## src/rtl/serial_adder_ctrl.sv

```systemverilog
// serial_adder_ctrl
// Runs one 1-bit full adder over WIDTH-bit operands, one bit per enabled
// step, LSB first. The carry is held in a register between steps.
// Subtraction is done as A + ~B + 1.
//
// Ports
//   clk        system clock
//   reset      synchronous, active-high
//   step_en    advance enable while in ADD (tie high for full speed)
//   start      operation request, level-sampled, accepted only in IDLE
//   sub        0 = A+B, 1 = A-B, captured with the operands in LOAD
//   op_a/op_b  operands, captured in LOAD
//   clear_ovf  clears ovf_latch (a set in the same cycle wins)
//   busy       high in LOAD and ADD
//   done       one-cycle pulse in DONE
//   sum        result, updated only on DONE entry
//   carry_out  final carry, updated with sum
//   ovf_latch  sticky unsigned overflow / borrow flag
//   bit_idx    number of bits processed in the current operation
//   step_bit   sum bit produced by the most recent step
module serial_adder_ctrl #(
  parameter int WIDTH = 4
) (
  input  logic                     clk,
  input  logic                     reset,
  input  logic                     step_en,
  input  logic                     start,
  input  logic                     sub,
  input  logic [WIDTH-1:0]         op_a,
  input  logic [WIDTH-1:0]         op_b,
  input  logic                     clear_ovf,
  output logic                     busy,
  output logic                     done,
  output logic [WIDTH-1:0]         sum,
  output logic                     carry_out,
  output logic                     ovf_latch,
  output logic [$clog2(WIDTH):0]   bit_idx,
  output logic                     step_bit
);

  localparam int IDX_W = $clog2(WIDTH) + 1;
  typedef logic [IDX_W-1:0] idx_t;
  localparam idx_t LAST_IDX = idx_t'(WIDTH - 1);

  typedef enum logic [1:0] {IDLE, LOAD, ADD, DONE} state_t;

  state_t           state_reg, state_next;
  logic [WIDTH-1:0] a_sh_reg, b_sh_reg, acc_reg;
  logic             carry_reg, sub_reg;

  logic             step, last_step;
  logic             s_bit, c_next;
  logic [WIDTH-1:0] acc_next;
  logic             ovf_set;

  // One full-adder slice on the current LSBs.
  assign s_bit    = a_sh_reg[0] ^ b_sh_reg[0] ^ carry_reg;
  assign c_next   = (a_sh_reg[0] & b_sh_reg[0]) | (a_sh_reg[0] & carry_reg) |
                    (b_sh_reg[0] & carry_reg);
  assign acc_next = {s_bit, acc_reg[WIDTH-1:1]};

  // Add: carry out means overflow. Subtract: missing carry means borrow.
  assign ovf_set  = last_step & (sub_reg ? ~c_next : c_next);

  always_ff @(posedge clk) begin
    if (reset) begin
      state_reg <= IDLE;
    end else begin
      state_reg <= state_next;
    end
  end

  always_comb begin
    state_next = state_reg;
    busy       = 1'b0;
    done       = 1'b0;
    step       = 1'b0;
    last_step  = 1'b0;
    case (state_reg)
      IDLE: begin
        if (start) state_next = LOAD;
      end
      LOAD: begin
        busy       = 1'b1;
        state_next = ADD;
      end
      ADD: begin
        busy = 1'b1;
        if (step_en) begin
          step = 1'b1;
          if (bit_idx == LAST_IDX) begin
            last_step  = 1'b1;
            state_next = DONE;
          end
        end
      end
      DONE: begin
        done       = 1'b1;
        state_next = IDLE;
      end
      default: state_next = IDLE;
    endcase
  end

  always_ff @(posedge clk) begin
    if (reset) begin
      a_sh_reg  <= '0;
      b_sh_reg  <= '0;
      acc_reg   <= '0;
      carry_reg <= 1'b0;
      sub_reg   <= 1'b0;
      bit_idx   <= '0;
      step_bit  <= 1'b0;
      sum       <= '0;
      carry_out <= 1'b0;
      ovf_latch <= 1'b0;
    end else begin
      if (state_reg == LOAD) begin
        a_sh_reg  <= op_a;
        b_sh_reg  <= sub ? ~op_b : op_b;
        carry_reg <= sub;
        sub_reg   <= sub;
        acc_reg   <= '0;
        bit_idx   <= '0;
      end
      if (step) begin
        a_sh_reg  <= {1'b0, a_sh_reg[WIDTH-1:1]};
        b_sh_reg  <= {1'b0, b_sh_reg[WIDTH-1:1]};
        carry_reg <= c_next;
        acc_reg   <= acc_next;
        step_bit  <= s_bit;
        bit_idx   <= bit_idx + idx_t'(1);
      end
      // The result is published on the same edge as the final step.
      if (last_step) begin
        sum       <= acc_next;
        carry_out <= c_next;
      end
      if (ovf_set) begin
        ovf_latch <= 1'b1;
      end else if (clear_ovf) begin
        ovf_latch <= 1'b0;
      end
    end
  end

endmodule

```

## config.mk

```make
export PLATFORM = sky130hd
export DESIGN_NAME = serial_adder_ctrl
export DESIGN_NICKNAME = d
export VERILOG_FILES = /design/src/rtl/serial_adder_ctrl.sv
export SDC_FILE = /design/constraint.sdc
export NUM_CORES = 1
export LEC_CHECK = 0
export BUFFER_PORTS_ARGS = -buffer_cell sky130_fd_sc_hd__buf_2
export CAP_MARGIN = 20
export CORE_MARGIN = 8
export CORE_UTILIZATION = 47
export DETAILED_ROUTE_END_ITERATION = 10
export GPL_TIMING_DRIVEN = 0
export PLACE_DENSITY = 0.82
export RECOVER_POWER = 100
export SYNTH_ARGS = -nofsm -noshare
export SYNTH_HDL_FRONTEND = slang
export SYNTH_SLANG_ARGS = --single-unit
```

## constraint.sdc

```tcl
create_clock -name clk -period 1.5 [get_ports clk]
set_input_delay 0.075 -clock clk [delete_from_list [all_inputs] [get_ports clk]]
set_output_delay 0.075 -clock clk [all_outputs]
set_load 0.02 [all_outputs]
```

# After elaboration in Yosys (flattened, before gate mapping)

Cells that the tools add are included.

Bits in registers: 26
Bits of input ports: 14
Output and inout bits: 12
Logic and storage cells: 62

Add/subtract/negate cells: 1
Eq/ne operators: 7
Muxes and demuxes: 25
Bitwise gates (word level): 10
Reductions and logical operators: 6

Operators with widths:

| cell                                                                  | number |
|---|---|
| 3-bit two-way mux                                                     | 6 |
| 1-bit two-way mux                                                     | 12 |
| 4-bit two-way mux                                                     | 3 |
| 2-bit one-hot mux with 4 select lines                                 | 1 |
| 2-bit two-way mux                                                     | 3 |
| 2-bit inequality test, second input constant                          | 3 |
| 1-bit AND                                                             | 4 |
| 2-bit equality test, second input constant                            | 2 |
| 4-bit inverter                                                        | 1 |
| 2-bit nonzero test                                                    | 2 |
| 2-bit OR reduction                                                    | 2 |
| 3-bit by 1-bit adder with 3-bit output, second input constant         | 1 |
| 3-bit by 2-bit equality test with 1-bit output, second input constant | 1 |
| 3-bit AND reduction                                                   | 1 |
| 2-bit by 1-bit equality test with 1-bit output, second input constant | 1 |
| 2-bit logical NOT                                                     | 1 |
| 1-bit OR                                                              | 2 |
| 1-bit bitwise XOR                                                     | 2 |
| 1-bit inverter                                                        | 1 |

# Logic depth before layout (Yosys ltp)

Depth in word-level cells: 7
Depth in mapped cells: 7
Mapped depth without buffers: 5

# Worst setup path after synthesis

No wires, ideal clock.

Kind: reg2reg
Start point: register state_reg[0]
End point: register bit_idx[2]
Setup time: 71 ps
Arrival: 1339 ps
Data required time: 1429 ps
Setup slack: 91 ps
Stages on the path, launching flop included: 7
Buffers on the path: 1
Period minus slack after synthesis: 1409 ps
Path through: dfxtp_1 inv_1 ha_1 and2_4 buf_6 or3_1 a21oi_1

Cells in the longest elaborated chain, start to end: 3
Elaborated cells between the ends (all ways): 5
Classes of those cells: eq/ne: 2; mux: 2; reduce/logical: 1

RTL lines:

| element                                                 | line | source |
|---|---|---|
| from (decl)                                             | 47   | `state_t state_reg, state_next;` |
| from (signal assigned)                                  | 69   | `state_reg <= state_next;` |
| 2-bit equality test                                     | 79   | `case (state_reg)` |
| 1-bit two-way mux                                       | 79   |  |
| 3-bit two-way mux or 2-bit nonzero test (tied branches) | --   |  |
| to (signal assigned)                                    | 132  | `bit_idx <= bit_idx + idx_t'(1);` |
| to (decl)                                               | 37   | `output logic [$clog2(WIDTH):0] bit_idx,` |

Several ways; a longest one is shown, not always the timed one.
A chain may end at the register's enable or synchronous reset.

# Final worst setup path

Ends and elaborated chain as after synthesis.

==> flow_results.org <==
** Logic synthesis
- Summing the areas of all and, or, nand and nor instances in the mapped netlist gives 16.5% of the synthesized area.
- Synthesized netlist cell count :: 126
- Commonest cells in the synthesized netlist :: 25 x dfxtp_1, 17 x nand2_1, 15 x a21oi_1
- In the post-synthesis netlist, the biggest area contributors are dfxtp_1 43%, mux2i_1 7.8%, a21oi_1 6.5%, ha_1 6.5%, nand2_1 5.5%.
- Total of flip-flops plus latches after synthesis :: 25
- Netlist area before placement :: 1150 um^2
- In this run the biggest area consumer among cell types represents 43.5% of the synthesized area.
- Multiplexer cells account for 7.83% of the synthesized area.
- Counting flops with an async set or reset pin after synthesis yields a share of 0%.
- Area leader, netlist :: dfxtp_1
- Count of flip-flops with a built-in enable after synthesis :: 0
- Compound-gate portion of the synthesized area :: 13.9%
- Summing the areas of all xor and xnor instances in the mapped netlist gives 3.80% of the synthesized area.
- Among all flip-flop cells after synthesis, the most frequent one is dfxtp_1.
- By area, the combinational part of the netlist is dominated by simple AND/OR/NAND/NOR gates.
- Dividing the synthesized area by the synthesized cell count gives 9.14 um^2.
- Number of nets in the synthesized netlist :: 147
- Post-Synth Adder-Cell Area :: 8.26%
- Dominant cell by count in the synthesized netlist :: dfxtp_1
- The synthesized netlist contains 24 unique library cells.
- Yosys warning total :: 0
- Post-synthesis sequential area ratio :: 43.5%

** Worst setup path
- Of all nets on the critical path, the largest fanout is 10.
- The worst setup path is of the register to register kind.
- Data required, critical path :: 1.76 ns
- Crit end category :: register
- At the worst endpoint, the arrival time is 1.69 ns.
- The worst setup path is launched from a register.

** GRT
- Global-route wire length before repair :: 4350 um
- The via count of the first global-routing pass was 969.
- Summed over all layers, the global routing overflow is 0.
- For this run, the total global-route usage over all layers was measured as 12.4%.
- Largest net degree at the start of global routing :: 15
- The number of antenna violations at the first check in global routing was 0.

** Hold path
- The path class of the tightest hold or removal check is input pin to register.

** Floorplan
- Floorplan die width :: 65.5 um
- During I/O placement, the number of pins put on the boundary was 26.
- The floorplan has 18 rows.
- The die covers 4290 um^2.
- Measured along the y axis, the die boundary spans 65.5 um.
- The initial utilization of the core area, before any placement, comes to 48.2%.
- The floorplan step defined a core boundary enclosing 2390 um^2.

** Pwr
- Cell internal power was estimated by the tool at 1.37 mW.
- P_leak :: 0.553 nW
- Power spread over the standard cell area amounts to 1550 nW/um^2.
- Combinational logic is responsible for 43.0% of the overall power.
- Clk network pwr share :: 14.1%
- Per report_power, the sequential group accounts for 42.9% of the total.
- Psw :: 0.777 mW
- Of the total power, the share spent switching nets is 36.2%.
- Peak ir drop on the vdd network :: 979 uV

** Clocking
- Clock latency on the worst-skew pair, taken at its later pin, is 0.32 ns.
- Number of buffers added by the clock tree synthesis step :: 3
- TritonCTS built the clock tree.
- In this run the deepest clock path goes through 2 buffers.
- Count of clock tree sinks :: 25
- H-tree level count :: 1
- After clock tree synthesis, the clock-pin slew on the worst setup and hold paths is 0.14 ns.
- Root buffer cell :: clkbuf_4

** Outcome
- Result of the run :: finished, final reports clean

** STA
- Pins over their slew limit :: 0
- Across all setup checks in the final design, the least slack found is 0.0679 ns.
- For the pin with the worst max-slew slack, the measured transition is 0.473 ns.
- Total of endpoints with negative setup slack in the final report :: 0
- Fmax achieved :: 698 MHz
- Across the routed clock network, the largest skew measured is 0.00205 ns.
- Slew HR :: 68.4%
- For the final routed database, the setup TNS stands at 0 ns.
- Clock period minus worst slack :: 1.43 ns
- Final Hold Fails :: 0
- Fin crit share :: 95.5%

** Placed design
- The count of buffers added on input and output ports is 24.
- Routability-driven placement finished with a final weighted congestion of 0.821.
- Sum of net half-perimeters after detailed placement :: 1920 um
- Setup WS pre-CTS :: -0.119 ns

** Route
- Total via count after detailed routing :: 984
- The count of nets left with antenna violations once routing finished came out at 0.
- Total Routed Length :: 2580 um
- After detailed routing, the number of vias per cell comes to 5.26.
- The first routing iteration left 18 violations.
- WL/cell :: 13.8 um
- Initial DRT Pass Iterations :: 4
- Detailed-route DRC error count :: 0

** Layout
- In the final layout, the share of cells above drive strength 1 is 22.3%.
- Post-layout nets :: 179
- Count of antenna diodes in the layout :: 0
- Area delta synth->final :: 20.3%

** Job
- Max-cap violations in this run came to 0.
==> metal layers <==
layer | track usage [%] | share of wire [%] | vias to the layer above | routed length, um
li1 | - | - | 492 | -
met1 | 14.7 | 44 | 466 | 1130
met2 | 20.8 | 49 | 22 | 1270
met3 | 3.40 | 5.7 | 4 | 148
met4 | 4.36 | 1.4 | 0 | 35
met5 | 0 | 0 | - | 0
==> metrics by stage <==
stage          hold slack, ns  power (mW)  std cells  util [%]  instance area, um^2
6_report               0.0435        2.15        187      58.0                 1390
2_1_floorplan           0.148        1.56        126         -                 1150
5_1_grt                0.0533        2.30        187      58.0                 1390
4_1_cts                0.0431        2.05        185      56.8                 1360
3_5_place_dp            0.327        1.74        180      54.8                 1310
3_3_place_gp            0.319        1.69        180      54.8                 1310
==> critical path, cell delays in order, from the launching register on <==
cell and delay [ns]:
dfxtp_4 0.39, inv_1 0.08, ha_4 0.19, and2_4 0.14, buf_6 0.13, or3_1 0.30
a21oi_1 0.14
==> power groups by stage <==
stage | Clock, mW | Combinational, mW | Sequential [mW]
after floorplan | 0 | 0.660 | 0.900
after global placement | 0 | 0.788 | 0.900
after detailed placement | 0 | 0.825 | 0.914
after CTS | 0.308 | 0.836 | 0.903
after global routing | 0.337 | 1.03 | 0.939
final | 0.303 | 0.923 | 0.919
==> cell usage in the layout (no fill, tap or decap), types with 2 or more instances in the layout <==
cell      count
nand3b_1      3
buf_4         6
nor2_1       12
inv_1         5
clkbuf_4      3
clkbuf_1     11
xnor2_1       5
ha_1          4
buf_2        15
a21oi_1      15
dfxtp_1      23
nand3_1       4
a211oi_1      4
nand2_1      17
a211o_1       3
dfxtp_4       2
mux2i_1       9
==> kinds of logic after synthesis <==
family,Yosys count
adders and majority gates,7
DFF,25
AOI/OAI and AO/OA,25
buffers and inverters,13
xor gates and xnor gates,5
muxes,9
and+or+nand+nor,42
==> worst paths after layout <==
path,from,end,slack (ns),cells after the start
hold reg to reg,sum[3]$_SDFFE_PP0P_,sum[3]$_SDFFE_PP0P_,0.46,2
hold / removal,clear_ovf,ovf_latch$_SDFFE_PP0P_,0.04,4
setup reg to reg,state_reg[0]$_SDFFE_PP0P_,bit_idx[2]$_SDFFE_PP0P_,0.07,6
setup / recovery,state_reg[0]$_SDFFE_PP0P_,bit_idx[2]$_SDFFE_PP0P_,0.07,6
==> what timing repair did <==
item                                   CTS  global route
cloned                                   0             0
setup endpoints to repair               14            14
endpoints found under the hold margin    3             0
pin swaps                                0             0
hold buffers                             1             0
buffers inserted                         0             2
resized for setup                        4             7
==> layout make-up <==
| class | count | area (um^2) |
|---|---|---|
| Fill cell | 241 | 1000 |
| Sequential cell | 25 | 508 |
| Tap cell | 30 | 37.5 |
| Buffer | 8 | 53.8 |
| Multi-Input combinational cell | 88 | 606 |
| Timing Repair Buffer | 27 | 134 |
| Clock buffer | 3 | 22.5 |
| Inverter | 5 | 18.8 |
| Clock inverter | 1 | 5.00 |
Power figures use the tool's default switching activity.
